===== src/rtl/coincid_pkg.sv =====
// Shared definitions for the coincidence trigger path: sequencer state codes,
// default timing constants and counter slot indices.
package coincid_pkg;

    typedef enum logic [2:0] {
        ST_IDLE      = 3'd0,
        ST_FIRE      = 3'd1,
        ST_WAIT_BUSY = 3'd2,
        ST_BUSY      = 3'd3,
        ST_DEAD      = 3'd4
    } trg_state_e;

    localparam int unsigned TRG_PULSE_CYCLES     = 5;
    localparam logic [15:0] BUSY_TIMEOUT         = 16'd500;
    localparam logic [23:0] SI_DEAD_TIME_SET_NUM = 24'd15000;

    localparam int NUM_CNT     = 3;
    localparam int CNT_TRG     = 0;
    localparam int CNT_LOST    = 1;
    localparam int CNT_TIMEOUT = 2;

    // A programmed dead time of zero falls back to the build-time default.
    function automatic logic [23:0] eff_dead_time(input logic [23:0] dead_time,
                                                  input logic [23:0] dflt);
        return (dead_time == 24'd0) ? dflt : dead_time;
    endfunction

endpackage


===== src/rtl/sat_cnt16.sv =====
// 16-bit event counter that sticks at 0xFFFF; clear dominates increment.
module sat_cnt16 (
    input  logic        clk_in,
    input  logic        rst_in,
    input  logic        clr,
    input  logic        inc,
    output logic [15:0] cnt
);

    always_ff @(posedge clk_in or posedge rst_in) begin
        if (rst_in)
            cnt <= '0;
        else if (clr)
            cnt <= '0;
        else if (inc && cnt != 16'hFFFF)
            cnt <= cnt + 16'd1;
    end

endmodule


===== src/rtl/trg_busy_sequencer.sv =====
// Walks each accepted coincidence trigger through pulse, tracker busy
// handshake and dead time, and keeps accepted/lost/timeout statistics.
module trg_busy_sequencer #(
    parameter int unsigned TRG_PULSE_CYCLES     = coincid_pkg::TRG_PULSE_CYCLES,
    parameter logic [15:0] BUSY_TIMEOUT         = coincid_pkg::BUSY_TIMEOUT,
    parameter logic [23:0] SI_DEAD_TIME_SET_NUM = coincid_pkg::SI_DEAD_TIME_SET_NUM
) (
    input  logic        clk_in,
    input  logic        rst_in,
    input  logic        coincid_trg_in,
    input  logic [4:0]  coincid_tag_in,
    input  logic [1:0]  busy_syn_in,
    input  logic        trg_enable_in,
    input  logic [23:0] dead_time_in,
    input  logic        cnt_clr_in,
    output logic        trg_out,
    output logic [4:0]  trg_tag_out,
    output logic        trg_busy_out,
    output logic [15:0] trg_cnt_out,
    output logic [15:0] trg_lost_cnt_out,
    output logic [15:0] busy_timeout_cnt_out,
    output logic [2:0]  state_out
);
    import coincid_pkg::*;

    localparam logic [23:0] PULSE_LOAD   = 24'(TRG_PULSE_CYCLES - 1);
    localparam logic [23:0] TIMEOUT_LOAD = {8'd0, BUSY_TIMEOUT - 16'd1};

    trg_state_e state;
    logic [23:0] tmr;
    logic [23:0] dead_load;
    logic        busy_any;
    logic        accept;
    logic        trg_lost;
    logic        timeout_hit;

    logic [NUM_CNT-1:0]       cnt_inc;
    logic [NUM_CNT-1:0][15:0] cnt_val;

    assign busy_any    = |busy_syn_in;
    assign accept      = (state == ST_IDLE) && coincid_trg_in && trg_enable_in && !busy_any;
    // Outside IDLE every trigger is lost, enabled or not.
    assign trg_lost    = coincid_trg_in &&
                         ((state != ST_IDLE) || (trg_enable_in && busy_any));
    assign timeout_hit = (state == ST_WAIT_BUSY) && !busy_any && (tmr == 24'd0);
    assign dead_load   = eff_dead_time(dead_time_in, SI_DEAD_TIME_SET_NUM) - 24'd1;

    // One down-counter serves pulse width, busy timeout and dead time in turn;
    // each phase ends in the cycle the counter reads zero.
    always_ff @(posedge clk_in or posedge rst_in) begin
        if (rst_in) begin
            state        <= ST_IDLE;
            tmr          <= '0;
            trg_out      <= 1'b0;
            trg_tag_out  <= '0;
            trg_busy_out <= 1'b0;
        end else begin
            case (state)
                ST_IDLE: begin
                    if (accept) begin
                        state        <= ST_FIRE;
                        tmr          <= PULSE_LOAD;
                        trg_out      <= 1'b1;
                        trg_tag_out  <= coincid_tag_in;
                        trg_busy_out <= 1'b1;
                    end
                end
                ST_FIRE: begin
                    if (tmr == 24'd0) begin
                        state   <= ST_WAIT_BUSY;
                        tmr     <= TIMEOUT_LOAD;
                        trg_out <= 1'b0;
                    end else begin
                        tmr <= tmr - 24'd1;
                    end
                end
                ST_WAIT_BUSY: begin
                    // A busy arriving on the final timeout cycle still counts as a response.
                    if (busy_any) begin
                        state <= ST_BUSY;
                    end else if (tmr == 24'd0) begin
                        state <= ST_DEAD;
                        tmr   <= dead_load;
                    end else begin
                        tmr <= tmr - 24'd1;
                    end
                end
                ST_BUSY: begin
                    if (!busy_any) begin
                        state <= ST_DEAD;
                        tmr   <= dead_load;
                    end
                end
                ST_DEAD: begin
                    if (tmr == 24'd0) begin
                        state        <= ST_IDLE;
                        trg_busy_out <= 1'b0;
                    end else begin
                        tmr <= tmr - 24'd1;
                    end
                end
                default: begin
                    state        <= ST_IDLE;
                    tmr          <= '0;
                    trg_out      <= 1'b0;
                    trg_busy_out <= 1'b0;
                end
            endcase
        end
    end

    always_comb begin
        cnt_inc              = '0;
        cnt_inc[CNT_TRG]     = accept;
        cnt_inc[CNT_LOST]    = trg_lost;
        cnt_inc[CNT_TIMEOUT] = timeout_hit;
    end

    for (genvar i = 0; i < NUM_CNT; i++) begin : g_cnt
        sat_cnt16 u_cnt (
            .clk_in (clk_in),
            .rst_in (rst_in),
            .clr    (cnt_clr_in),
            .inc    (cnt_inc[i]),
            .cnt    (cnt_val[i])
        );
    end

    assign trg_cnt_out          = cnt_val[CNT_TRG];
    assign trg_lost_cnt_out     = cnt_val[CNT_LOST];
    assign busy_timeout_cnt_out = cnt_val[CNT_TIMEOUT];
    assign state_out            = state;

endmodule


===== config.mk =====
export PLATFORM = sky130hd
export DESIGN_NAME = trg_busy_sequencer
export DESIGN_NICKNAME = d
export VERILOG_FILES = /design/src/rtl/coincid_pkg.sv /design/src/rtl/sat_cnt16.sv /design/src/rtl/trg_busy_sequencer.sv
export SDC_FILE = /design/constraint.sdc
export NUM_CORES = 1
export LEC_CHECK = 0
export ABC_AREA = 0
export CORE_MARGIN = 2
export CORE_UTILIZATION = 49
export CTS_BUF_LIST = sky130_fd_sc_hd__clkbuf_4 sky130_fd_sc_hd__clkbuf_8 sky130_fd_sc_hd__clkbuf_16
export DETAILED_ROUTE_END_ITERATION = 8
export PLACE_DENSITY_LB_ADDON = 0.1
export SYNTH_ARGS = -nofsm -noshare
export SYNTH_HDL_FRONTEND = slang
export SYNTH_HIERARCHICAL = 1
export SYNTH_SLANG_ARGS = --single-unit

===== constraint.sdc =====
create_clock -name clk_in -period 4.2 [get_ports clk_in]
set_input_delay 0.63 -clock clk_in [delete_from_list [all_inputs] [get_ports clk_in]]
set_output_delay 0.63 -clock clk_in [all_outputs]
set_load 0.05 [all_outputs]

# == Yosys cells after proc, flatten, opt, wreduce, memory -nomap -nowiden ==
# Cells that the tools add are included.
# op_classes
eq_ne,14
addsub,5
muxes,25
bitwise,2
n_reduce_logical,27
# op_table
operator,n
24-bit two-way mux,7
24-bit case mux with 5 select lines,1
16-bit two-way mux,6
"16-bit by 1-bit adder with 16-bit output, second input constant",3
24-bit zero test,2
"16-bit inequality test, second input constant",3
"24-bit by 1-bit subtractor with 24-bit output, second input constant",2
3-bit two-way mux,6
3-bit case mux with 5 select lines,1
1-bit logical AND,10
"2-bit inequality test, second input constant",5
"3-bit by 2-bit == test with 1-bit output, second input constant",2
1-bit case mux with 3 select lines,2
3-bit AND reduction,2
2-bit nonzero test,3
3-bit OR reduction,2
5-bit AND reduction,1
4-bit AND reduction,1
"3-bit by 1-bit == test with 1-bit output, second input constant",1
"3-bit == test, second input constant",1
3-bit zero test,1
"3-bit by 2-bit inequality test with 1-bit output, second input constant",1
3-bit nonzero test,1
1-bit two-way mux,2
other kinds (6),7
# word_totals
output_inout_bits,58
in_bits,36
ff_bits,82
word_cells,81

# == Depth between registers and ports, before layout ==
# Gate-level depths: netlist (run 1).
# logic_depth
ltp_word,7
depth_mapped,13
depth_no_buf,10

# == Modules after synthesis ==
# The synthesis (run 1) kept the hierarchy.
# modules_own_cells
module,area_per_inst_um2,instances,seq_area_each_um2,cells_per_inst
trg_busy_sequencer,2805.2,1,850.8,353
sat_cnt16,932.1,3,400.4,101

# == Worst setup path after synthesis (run 1) ==
# Ideal clock, no wire load.
# synth_timing
kind,reg-to-reg
from,register tmr[4]
to,register g_cnt[2].u_cnt.cnt[13]
synth_period_minus_slack_ps,3559
stages_incl_launch_ff,12
arrival_ps,3481
t_required_ps,4122
setup_slack_ps,641
setup_ps,78
cell_sequence,dfrtp_1 -> or4_4 -> or4_4 -> buf_6 -> or2_4 -> buf_6 -> nor3_1 -> clkbuf_2 -> nand3_1 -> or4_4 -> or4_1 -> a21oi_1
# synth_via
elab_chain_len,4
# synth_lines
item,line,source
from (decl),trg_busy_sequencer.sv:30,logic [23:0] tmr;
from (signal assigned),trg_busy_sequencer.sv:74,tmr <= tmr - 24'd1;
from (signal assigned),trg_busy_sequencer.sv:83,tmr <= dead_load;
from (signal assigned),trg_busy_sequencer.sv:85,tmr <= tmr - 24'd1;
24-bit zero test,trg_busy_sequencer.sv:45,assign timeout_hit = (state == ST_WAIT_BUSY) && !busy_any && (tmr == 24'd0);
1-bit logical AND,trg_busy_sequencer.sv:45,
via timeout_hit,trg_busy_sequencer.sv:35,logic timeout_hit;
1-bit logical AND,sat_cnt16.sv:15,else if (inc && cnt != 16'hFFFF)
2-bit nonzero test (no line),n/a,
to (signal assigned),sat_cnt16.sv:16,cnt <= cnt + 16'd1;
to (decl),sat_cnt16.sv:7,output logic [15:0] cnt
# The timed path passes the listed nets, and every way through them passes these cells.
# A chain may end at the register's enable or synchronous reset.

# == Worst setup path after layout (run 1) ==
# Ends and elaborated chain as after synthesis.

==> qor.tcl, run 1 <==
set qor(track_usage_pct) 26.0
set qor(drt-initial-drc-count) 484
set qor(timing_worst_setup_path_type) {register to register}
set qor(synth_largest_type_area_fraction_pct) 36.6
set qor(place.gp.congestion) 0.949
set qor(timing.max_cap.violations) 0
set qor(grt_pass1_wl_microns) 26500
set qor(ys.warnings.count) 6
set qor(detail_route.first_pass.iterations) 5
set qor(dp.final_hpwl_microns) 11300
set qor(synth_top_cell_by_area) {dfrtp_1}
set qor(syn-num-nets) 698
set qor(die-area_sq_um) 12300
set qor(largest_net_degree_at_the_start_of_global_routing) 58
set qor(final.period_utilization_pct) 87.2
set qor(placementRows) 39
set qor(wl_per_cell_microns) 17.6
set qor(timing.max_slew.rel_slack_pct) 31.2
set qor(finalNetCount) 780
set qor(pwr-share-seq_pct) 31.5
set qor(postSynthAreaPerCell_sq_um) 8.54
set qor(drc) 0
set qor(yosys_most_used_dff) {dfrtp_1}
set qor(port_buffers) 93
set qor(cts-hold-fix-buffers) 0
set qor(grt_antenna_before_repair) 0
set qor(rsz0062_at_grt) {false}
set qor(postSynthRegisterBits) 82
set qor(setup_violations) 0
set qor(maxSlewViolCount) 0
set qor(achievable-frequency_mhz) 273
set qor(switchingPower_mw) 1.48
set qor(cts_buffers) 9
set qor(layout.area.seq_sq_um) 2050
set qor(post_synth_edffs) 0
set qor(async_flop_share_pct) 100
set qor(timing.critical_path.from_type) {register}
set qor(cp_data_arrival_time_ps) 3910
set qor(clock_insertion_delay_worst_skew_ps) 340
set qor(grt_pass1_vias) 5374
set qor(finClkSkew_ps) 5.80
set qor(wirelength_microns) 15600
set qor(post_synth_xor_area_fraction_pct) 3.10
set qor(syn-instance-count) 656
set qor(area.growth.synth_to_final_pct) 24.1
set qor(final_hold_viols) 0
set qor(worst-endpoint-required_ps) 4450
set qor(core-area_sq_um) 11300
set qor(combinationalPowerShare_pct) 44.2
set qor(post_cts.resized_instances) 0
set qor(fin_setup_tns_ps) 0
set qor(cts_tree) {done}
set qor(antenna_cells_inserted) 0
set qor(io_pins) 94
set qor(hold-worst-slack_ps) 493
set qor(vias_per_cell) 6.37
set qor(grt_remaining_overflow) 0
set qor(multi_input_area_sq_um) 3310
set qor(count_of_vias_placed_by_the_detailed_router) 5637
set qor(timing.critical_path.to_type) {register}
set qor(p_sw_share_pct) 41.5
set qor(clkSlewWorstSetupHoldPaths_ps) 60
set qor(postRouteAntennaNets) 0
set qor(post-cts-setup-buffer-count) 0
set qor(netlist_area_sq_um) 5600
set qor(adder_cell_share_of_the_synthesized_area_pct) 1.34
set qor(floorplan.initialDensity_pct) 49.7
set qor(power.static_leakage_nw) 2.60
set qor(worst_hold_path_type) {register to register}
set qor(largest_family_of_logic_cells_by_synthesized_area) {simple AND/OR/NAND/NOR gates}
set qor(number_of_sinks_handled_by_clock_tree_synthesis) 82
set qor(synth.top_cells.by_area) {dfrtp_1 (37%), a21oi_1 (4.7%), o21ai_0 (3.9%)}
set qor(muxShareOfSynthArea_pct) 2.93
set qor(vdd_ir_drop_max_mv) 0.273
set qor(path_max_fanout) 13
set qor(power_frac_clock_pct) 24.4
set qor(synth-compound-area-share_pct) 20.7
set qor(cellInternalPower_mw) 2.08
set qor(ys_types) 69
set qor(die_x_microns) 111
set qor(power.density_nw_per_um2) 511
set qor(layout_min_cycle_time_ps) 3660
set qor(cts_root_buffer) {clkbuf_16}
set qor(fillerInstances) 1003
set qor(yosysSeqAreaShare_pct) 36.6
set qor(cts_max_path_buffers) 2
set qor(die_height_microns) 111
set qor(post_synth_and_or_nand_nor_area_fraction_pct) 30.9
set qor(layout-drive-gt1-share_pct) 8.89
set qor(status) {finished clean}
set qor(worst-slew-pin-transition_ps) 1030
set qor(cts_max_level) 3
## synthesized netlist by cell type (all sizes together), types with 3 or more instances
cell type	instances
nand3	29
nand4	15
o21ai	46
o41ai	6
mux2	11
nand2b	14
clkbuf	21
nor3	35
a211oi	4
o221ai	5
inv	16
nor4	28
nor2	37
dfrtp	82
a21oi	53
a211o	3
o31ai	16
dlygate4sd1	3
a31oi	7
xor2	7
or4	35
xnor2	12
o211a	3
nand2	56
a21boi	3
and4	3
or3	25
mux2i	4
o211ai	9
ha	6
buf	11
nor2b	10
nor3b	3
## power by group through the flow
stage	Sequential, mW	Clock, mW	Combinational [mW]
floorplan	1.23	0	0.979
global placement	1.11	0	1.53
detailed placement	1.13	0	1.55
CTS	1.11	0.890	1.56
global route	1.14	0.927	1.71
finish	1.12	0.866	1.57
## cell families after synthesis
group	count (synthesis)
and+or+nand+nor	302
AOI/OAI and AO/OA	181
DFF	82
buffers and inverters	51
xor gates and xnor gates	19
muxes	15
adders and majority gates	6
## critical path, cell delays in order, from the launching register on
cell and delay, ps:
dfrtp_1 440, or4_4 560, or4_4 610, or2_4 340, nor3_1 180, buf_4 180
nand3_1 190, or4_4 490, or4_1 420, a21oi_1 150
## per-layer routing
layer / share of wire, % / global-route usage (%) / vias up
met4: 1.7 / 9.00 / 0
met1: 44 / 35.5 / 2721
li1: - / - / 2691
met5: 0 / 0 / -
met2: 49 / 42.7 / 201
met3: 5.2 / 3.50 / 24
## cell type report
cell class                      count  area share (%)
Multi-Input combinational cell    523            47.6
Sequential cell                    82            29.5
Inverter                           16           0.864
Timing Repair Buffer              106            14.7
Clock buffer                       13            3.85
Clock inverter                      2           0.864
Tap cell                          143            2.57
## flip-flops by register name, indices dropped and copies added (netlist names)
signal	count
state_out	3
trg_out	1
trg_tag_out	5
trg_busy_out	1
tmr	24
g_cnt.u_cnt/cnt	48
## worst paths after layout
path,from,endpoint,slack [ps],cells past startpoint
setup / recovery,tmr[4]$_DFFE_PP0P_,g_cnt[2].u_cnt/cnt[13]$_DFFE_PP0P_,540,9
hold / removal,trg_busy_out$_DFFE_PP0P_,trg_busy_out$_DFFE_PP0P_,490,1
setup reg to reg,tmr[4]$_DFFE_PP0P_,g_cnt[2].u_cnt/cnt[13]$_DFFE_PP0P_,540,9
hold reg to reg,trg_busy_out$_DFFE_PP0P_,trg_busy_out$_DFFE_PP0P_,490,1
max in group asynchronous,rst_in,trg_busy_out$_DFFE_PP0P_,2500,3
min in group asynchronous,rst_in,g_cnt[1].u_cnt/cnt[9]$_DFFE_PP0P_,830,2
## layout by cell type, fill, tap and decap left out, types with 3 or more instances in the layout
cell type and n:
a211o_1 3, a211oi_1 4, a21boi_0 3, a21oi_1 53, a31oi_1 7, and4_1 3, buf_4 13, clkbuf_16 9
clkdlybuf4s50_1 92, dfrtp_1 82, ha_1 6, inv_1 16, mux2_2 11, mux2i_1 4, nand2_1 56, nand2b_1 14
nand3_1 29, nand4_1 12, nand4_4 3, nor2_1 37, nor2b_1 10, nor3_1 35, nor4_1 28, o211a_1 3
o211ai_1 9, o21ai_0 44, o221ai_1 5, o31ai_1 16, o41ai_1 6, or3_1 22, or3_2 3, or4_1 25
or4_2 3, or4_4 7, xnor2_1 11, xor2_1 7
## through the flow
stage          setup WS [ps]  utilization, %  power, mW  cells  cell area [sq um]
2_1_floorplan            641               -       2.21    656               5600
3_3_place_gp             649            58.8       2.65    870               6620
3_5_place_dp             578            58.8       2.68    870               6620
4_1_cts                  562            61.7       3.56    885               6950
5_1_grt                  294            61.7       3.77    885               6950
6_report                 537            61.7       3.56    885               6950
Note: power is estimated with default switching activity, not from simulation.
==> inputs of run 2 (changes only) <==
- SETUP_SLACK_MARGIN: not set -> 0.5
- SYNTH_HIERARCHICAL: 1 -> not set
==> run 2 against run 1 <==
  * Critical path depth decreased by 1
  * Count of clock-buffer cells in the layout decreased by 4
  * Maximum frequency increased by 26%
  * Final cell count decreased by 1.9%
  * Combinational power increased by 8%
  * Sequential share of layout area increased by 1.5 points
  * Wire length decreased by 5.0%
  * Register-to-register slack improved by 760 ps
  * Final area decreased by 4.9%
  * Highest routed layer unchanged
==> qor.tcl, run 2 <==
set qor(grt_remaining_overflow) 0 ;# unchanged
set qor(postRouteAntennaNets) 0 ;# unchanged
set qor(port_buffers) 93 ;# unchanged
set qor(track_usage_pct) 26.5 ;# +0.51 points
set qor(timing.max_cap.violations) 0 ;# unchanged
set qor(ys_types) 65 ;# -5.8%
set qor(largest_net_degree_at_the_start_of_global_routing) 36 ;# -38%
set qor(flip_flop_count_of_the_largest_register_after_layout) 48 ;# unchanged
set qor(final.period_utilization_pct) 69.2 ;# -18 points
set qor(grt_antenna_before_repair) 0 ;# unchanged
set qor(timing.max_slew.rel_slack_pct) 28.2 ;# -3.0 points
set qor(worst_r2r_path_depth) 8 ;# -1
set qor(status) {finished clean}
set qor(path_max_fanout) 9 ;# -4
set qor(reg2reg_from) {tmr[0]$_DFFE_PP0P_}
set qor(worst-slew-pin-transition_ps) 1070 ;# +41.4 ps
set qor(dp.final_hpwl_microns) 10800 ;# -4.3%
set qor(detail_route.first_pass.iterations) 7 ;# +2
set qor(cts_max_level) 3 ;# unchanged
set qor(achievable-frequency_mhz) 344 ;# +26%
set qor(count_of_vias_placed_by_the_detailed_router) 5234 ;# -7.1%
set qor(critPathBufInv) 1 ;# unchanged
set qor(critical-path-slowest-cell) {or2_0}
set qor(worst_slack_ps) 1290 ;# +758 ps
set qor(biggest_regs) {g_cnt.u_cnt.cnt: 48 flops, tmr: 24 flops, trg_tag_out: 5 flops}
set qor(io_pins) 94 ;# unchanged
set qor(cts-hold-fix-buffers) 0 ;# unchanged
set qor(worst_hold_path_type) {register to register}
set qor(syn-num-nets) 675 ;# -3.3%
set qor(cts_tree) {done}
set qor(final_hold_viols) 0 ;# unchanged
set qor(vias_per_cell) 6.03 ;# -5.3%
set qor(postSynthRegisterBits) 82 ;# unchanged
set qor(finClkSkew_ps) 10.3 ;# +4.53 ps
set qor(number_of_sinks_handled_by_clock_tree_synthesis) 82 ;# unchanged
set qor(place_ws_ps) 1130 ;# +548 ps
set qor(wirelength_microns) 14800 ;# -5.0%
set qor(cpLargestDelayFamily) {simple AND/OR/NAND/NOR gates}
set qor(synth.top_cells.by_area) {dfrtp_1 (38%), nor2_1 (6.0%), xnor2_1 (5.9%)}
set qor(power.density_nw_per_um2) 514 ;# +0.57%
set qor(place.gp.congestion) 0.992 ;# +4.5%
set qor(worstPathCellList) {inv_1 > ha_1 > nor4b_1 > nand2_1 > or2_0 > a211o_1 > a21boi_1 > a221o_1}
set qor(r2r_setup_slack_ps) 1290 ;# +760 ps
set qor(most_common_cell_after_layout_fill_and_taps_aside) {clkdlybuf4s50_1}
set qor(cts_max_path_buffers) 2 ;# unchanged
set qor(drc) 0 ;# unchanged
set qor(finish.utilization_pct) 61.5 ;# -0.18 points
set qor(timing_worst_setup_path_type) {register to register}
set qor(postSynthAreaPerCell_sq_um) 8.44 ;# -1.2%
set qor(timing.critical_path.to_type) {register}
set qor(cts_root_buffer) {clkbuf_8}
set qor(synth.most_common_cell) {nor2_1}
set qor(yosys_most_used_dff) {dfrtp_1}
set qor(final_cell_mix) {clkdlybuf4s50_1 (93), nor2_1 (86), dfrtp_1 (82)}
set qor(crit_start) {tmr[0]$_DFFE_PP0P_}
set qor(die-area_sq_um) 11800 ;# -4.5%
set qor(antenna_cells_inserted) 0 ;# unchanged
set qor(yosysSeqAreaShare_pct) 38.4 ;# +1.8 points
set qor(finalNetCount) 765 ;# -1.9%
set qor(cp_data_arrival_time_ps) 3150 ;# -760 ps
set qor(largest-register) {g_cnt.u_cnt.cnt}
set qor(grt_pass1_wl_microns) 25100 ;# -5.0%
set qor(maxSlewViolCount) 0 ;# unchanged
set qor(netlist_area_sq_um) 5340 ;# -4.6%
set qor(post_cts.resized_instances) 0 ;# unchanged
set qor(cpPeakStageDelay_ps) 520 ;# -90 ps
set qor(die_x_microns) 108 ;# -2.3%
set qor(vdd_ir_drop_max_mv) 0.322 ;# +18%
set qor(layout_min_cycle_time_ps) 2910 ;# -758 ps
set qor(timing.critical_path.from_type) {register}
set qor(wl_per_cell_microns) 17.1 ;# -3.2%
set qor(post_synth_edffs) 0 ;# unchanged
set qor(ys.warnings.count) 0 ;# -6
set qor(async_flop_share_pct) 100 ;# unchanged
set qor(placementRows) 38 ;# -2.6%
set qor(syn-instance-count) 633 ;# -3.5%
set qor(clock_insertion_delay_worst_skew_ps) 360 ;# +20 ps
set qor(fin_setup_tns_ps) 0 ;# unchanged
set qor(min_delay_path_depth) 2 ;# +1
set qor(synth_largest_type_area_fraction_pct) 38.4 ;# +1.8 points
set qor(post-cts-setup-buffer-count) 0 ;# unchanged
set qor(area.growth.synth_to_final_pct) 23.7
set qor(worstReg2RegEnd) {tmr[7]$_DFFE_PP0P_}
set qor(clkSlewWorstSetupHoldPaths_ps) 90 ;# +30 ps
set qor(power.static_leakage_nw) 2.53 ;# -2.5%
set qor(synth_top_cell_by_area) {dfrtp_1}
set qor(rsz0062_at_grt) {false}
set qor(worst-endpoint-required_ps) 4450 ;# about the same
set qor(fillerInstances) 988 ;# -1.5%
set qor(layout-drive-gt1-share_pct) 5.63 ;# -3.3 points
set qor(setup_violations) 0 ;# unchanged
set qor(hold_end) {trg_tag_out[4]$_DFFE_PP0P_}
set qor(core-area_sq_um) 10700 ;# -4.7%
set qor(hold-worst-slack_ps) 469 ;# -23.5 ps
set qor(cts_buffers) 9 ;# unchanged
set qor(drt-initial-drc-count) 580 ;# +20%
set qor(die_height_microns) 108 ;# -2.3%
set qor(grt_pass1_vias) 5189 ;# -3.4%
set qor(hold_path.startpoint) {trg_tag_out[4]$_DFFE_PP0P_}
set qor(floorplan.initialDensity_pct) 49.7 ;# about the same
set qor(leading_cell_types_by_count_after_synthesis) {nor2_1 (86), dfrtp_1 (82), nand2_1 (75)}
-- run 2: worst max-delay path by stage --
stage | to | slack, ps | cells after the start
after floorplan | g_cnt[0].u_cnt.cnt[0]$_DFFE_PP0P_ | 1460 | 1
after global placement | g_cnt[0].u_cnt.cnt[12]$_DFFE_PP0P_ | 1160 | 7
after detailed placement | tmr[18]$_DFFE_PP0P_ | 1130 | 7
after CTS | state_out[2] | 1360 | 1
after global routing | tmr[6]$_DFFE_PP0P_ | 1050 | 8
final | tmr[7]$_DFFE_PP0P_ | 1290 | 8
-- run 2: cells by family after synthesis --
group                    count (synthesis)  share of synthesized area, %
AND/OR/NAND/NOR                        331                          32.6
adder cells (fa/ha/maj)                  6                          1.41
flip-flops                              82                          38.4
AO/OA/AOI/OAI                          119                          14.7
multiplexers                             4                         0.750
XOR/XNOR                                60                          9.84
buffers and inverters                   31                          2.34
-- run 2: layer usage --
metal / global-route usage, % / vias up / wire length [microns]
li1: - / 2501 / -
met1: 36.3 / 2490 / 6540
met2: 42.0 / 206 / 7030
met3: 4.58 / 37 / 881
met4: 10.2 / 0 / 382
met5: 0 / - / 0
-- run 2: tightest hold or removal path, delay by kind of cell, from the launching register on --
family           cells  cell delay, ps
and+or+nand+nor      2             100
DFF                  1             350
-- run 2: through the flow --
step           instance area (sq um)  total power, mW  cells
2_1_floorplan                   5340             2.28    633
3_3_place_gp                    6410             2.74    852
3_5_place_dp                    6410             2.78    852
4_1_cts                         6610             3.38    868
5_1_grt                         6610             3.62    868
6_report                        6610             3.40    868
-- run 2: area by class of cell --
type | instances | area, sq um | area share, %
multi-input cells | 520 | 3160 | 47.9
flip-flops and latches | 82 | 2050 | 31.1
inverters | 11 | 42.5 | 0.644
well taps | 140 | 175 | 2.65
repair buffers | 99 | 976 | 14.8
clock inverters | 7 | 73.8 | 1.12
clock buffers | 9 | 124 | 1.87
-- run 2: power breakdown --
group / internal, mW / switching (mW)
Sequential: 0.919 / 0.190
Clock: 0.279 / 0.317
Combinational: 0.610 / 1.08
==> inputs of run 3 (changes only) <==
- clock period: 4.2 -> 2.7 ns (I/O delays scaled with it)
==> run 3 against run 2 <==
  * Combinational power rose by 110%
  * Largest power group unchanged
  * Wire length rose by 13%
  * Critical path type unchanged
  * Setup slack got worse by 880 ps
  * Die area did not move
==> qor.tcl, run 3 (same netlist as run 2, synthesis figures left out) <==
set qor(power.static_leakage_nw) 3.04 ;# +20%
set qor(reg2reg_from) {tmr[20]$_DFFE_PP0P_}
set qor(worst-slew-pin-transition_ps) 670 ;# -404 ps
set qor(final_cell_mix) {clkdlybuf4s50_1 (88), nor2_1 (83), nand2_1 (73), dfrtp_1 (73), buf_4 (73)}
set qor(rsz0062_at_grt) {true}
set qor(finClkSkew_ps) 12.1 ;# +1.72 ps
set qor(grt_pass1_wl_microns) 25200 ;# +0.22%
set qor(layout_min_cycle_time_ps) 2280 ;# -621 ps
set qor(clock_insertion_delay_worst_skew_ps) 390 ;# +30 ps
set qor(layout-drive-gt1-share_pct) 23.3 ;# +18 points
set qor(die_x_microns) 108 ;# unchanged
set qor(stdcell_area_sq_um) 7690 ;# +16%
set qor(cts_tree) {done}
set qor(largest_net_degree_at_the_start_of_global_routing) 35 ;# -2.8%
set qor(final_hold_viols) 0 ;# unchanged
set qor(dp.final_hpwl_microns) 11400 ;# +5.6%
set qor(place.gp.congestion) 0.962 ;# -3.0%
set qor(drt-initial-drc-count) 506 ;# -13%
set qor(core-area_sq_um) 10700 ;# unchanged
set qor(biggest_regs) {g_cnt.u_cnt.cnt: 48 flops, tmr: 24 flops, trg_tag_out: 5 flops}
set qor(io_pins) 94 ;# unchanged
set qor(timing.critical_path.from_type) {register}
set qor(cts_buffers) 9 ;# unchanged
set qor(power_mw) 6.26 ;# +84%
set qor(layoutNonFillerInstCount) 943 ;# +8.6%
set qor(area.growth.synth_to_final_pct) 43.9
set qor(worst_hold_path_type) {primary input to asynchronous set/reset pin}
set qor(detail_route.first_pass.iterations) 5 ;# -2
set qor(cts_max_path_buffers) 2 ;# unchanged
set qor(timing.critical_path.to_type) {register}
set qor(largest-register) {g_cnt.u_cnt.cnt}
set qor(crit_start) {tmr[20]$_DFFE_PP0P_}
set qor(setup_violations) 0 ;# unchanged
set qor(flip_flop_count_of_the_largest_register_after_layout) 48 ;# unchanged
set qor(die-area_sq_um) 11800 ;# unchanged
set qor(floorplan.initialDensity_pct) 49.7 ;# unchanged
set qor(worst-endpoint-required_ps) 2980 ;# -1470 ps
set qor(achievable-frequency_mhz) 438 ;# +27%
set qor(grt_antenna_before_repair) 0 ;# unchanged
set qor(grt_remaining_overflow) 0 ;# unchanged
set qor(postRouteAntennaNets) 0 ;# unchanged
set qor(cp_data_arrival_time_ps) 2560 ;# -590 ps
set qor(status) {finished clean}
set qor(number_of_sinks_handled_by_clock_tree_synthesis) 82 ;# unchanged
set qor(maxSlewViolCount) 0 ;# unchanged
set qor(wl_per_cell_microns) 17.7 ;# +3.8%
set qor(drc) 0 ;# unchanged
set qor(place_area_sq_um) 6770 ;# +5.5%
set qor(most_common_cell_after_layout_fill_and_taps_aside) {clkdlybuf4s50_1}
set qor(power.density_nw_per_um2) 815 ;# +58%
set qor(clkSlewWorstSetupHoldPaths_ps) 90 ;# about the same
set qor(cts_root_buffer) {clkbuf_8}
set qor(r2r_setup_slack_ps) 420 ;# -880 ps
set qor(antenna_cells_inserted) 0 ;# unchanged
set qor(timing.max_slew.rel_slack_pct) 55.2 ;# +27 points
set qor(count_of_vias_placed_by_the_detailed_router) 5689 ;# +8.7%
set qor(fin_setup_tns_ps) 0 ;# unchanged
set qor(timing.max_cap.violations) 0 ;# unchanged
set qor(grt_pass1_vias) 5126 ;# -1.2%
set qor(path_max_fanout) 6 ;# -3
set qor(cts-hold-fix-buffers) 0 ;# unchanged
set qor(track_usage_pct) 27.5 ;# +0.92 points
set qor(dp.cells) 893 ;# +4.8%
set qor(finalNetCount) 840 ;# +9.8%
set qor(vias_per_cell) 6.03 ;# about the same
set qor(vdd_ir_drop_max_mv) 0.864 ;# +170%
set qor(wirelength_microns) 16700 ;# +13%
set qor(timing_worst_setup_path_type) {register to register}
set qor(die_height_microns) 108 ;# unchanged
set qor(cts_max_level) 3 ;# unchanged
set qor(placementRows) 38 ;# unchanged
set qor(final.period_utilization_pct) 84.6 ;# +15 points
set qor(port_buffers) 93 ;# unchanged
[run 3: cell count changes in the layout (fill, tap and decap cells not counted), sizes merged, moves of 2 or more]
| cell | delta |
|---|---|
| buf | +74 |
| clkdlybuf4s50 | -5 |
| clkbuf | +2 |
| dlymetal6s2s | +3 |
| inv | -3 |
| dlygate4sd2 | +2 |
[run 3: worst max-delay path, stage by stage, from the launching register on]
cell and delay (ps):
dfrtp_2 470, nor4_2 290, buf_4 180, nand4_1 160, or2_0 290, a211o_1 350, a21boi_2 180, a221o_1 260
[run 3: final cells by class]
class,count,area [sq um]
clock buffers,11,139
clock inverters,5,56.3
fillers,862,3060
inverters,11,45.0
multi-input cells,521,3630
flip-flops and latches,82,2070
well taps,140,175
repair buffers,173,1570
[run 3: repair_timing]
item | 4_1_cts | 5_1_grt
resized for setup | 34 | 64
buffers inserted | 11 | 22
pin swaps | 5 | 32
setup endpoints to repair | 47 | 57
endpoints found under the hold margin | 0 | 0
gates cloned | 0 | 1
[run 3: path summary, 6_finish.rpt]
check / cells after the start / to
min in group clk_in: 2 / trg_tag_out[4]$_DFFE_PP0P_
min reg2reg: 2 / trg_tag_out[4]$_DFFE_PP0P_
max: 7 / tmr[7]$_DFFE_PP0P_
max in group asynchronous: 3 / tmr[5]$_DFFE_PP0P_
max reg2reg: 7 / tmr[7]$_DFFE_PP0P_
min: 2 / tmr[19]$_DFFE_PP0P_
[run 3: power by group]
| part | internal [mW] | total, mW | leakage, nW | switching [mW] |
|---|---|---|---|---|
| Sequential | 1.44 | 1.73 | 1.10 | 0.287 |
| Clock | 0.447 | 0.927 | 0.100 | 0.480 |
| Combinational | 1.57 | 3.60 | 1.84 | 2.03 |
[run 3: through the flow]
stage	utilization, %	hold WS [ps]	setup slack [ps]
global placement	63.0	449	139
finish	71.5	386	416
global route	71.5	424	353
detailed placement	63.0	459	93.8
CTS	67.2	387	409
floorplan	-	491	494
[run 3: metal layers]
metal | part of all wire [%] | vias to the layer above | global-route usage [%] | routed length, microns
li1 | - | 2661 | - | -
met1 | 43 | 2755 | 35.3 | 7150
met2 | 48 | 231 | 45.2 | 8100
met3 | 5.7 | 42 | 6.03 | 954
met4 | 3.2 | 0 | 10.3 | 527
met5 | 0 | - | 0 | 0
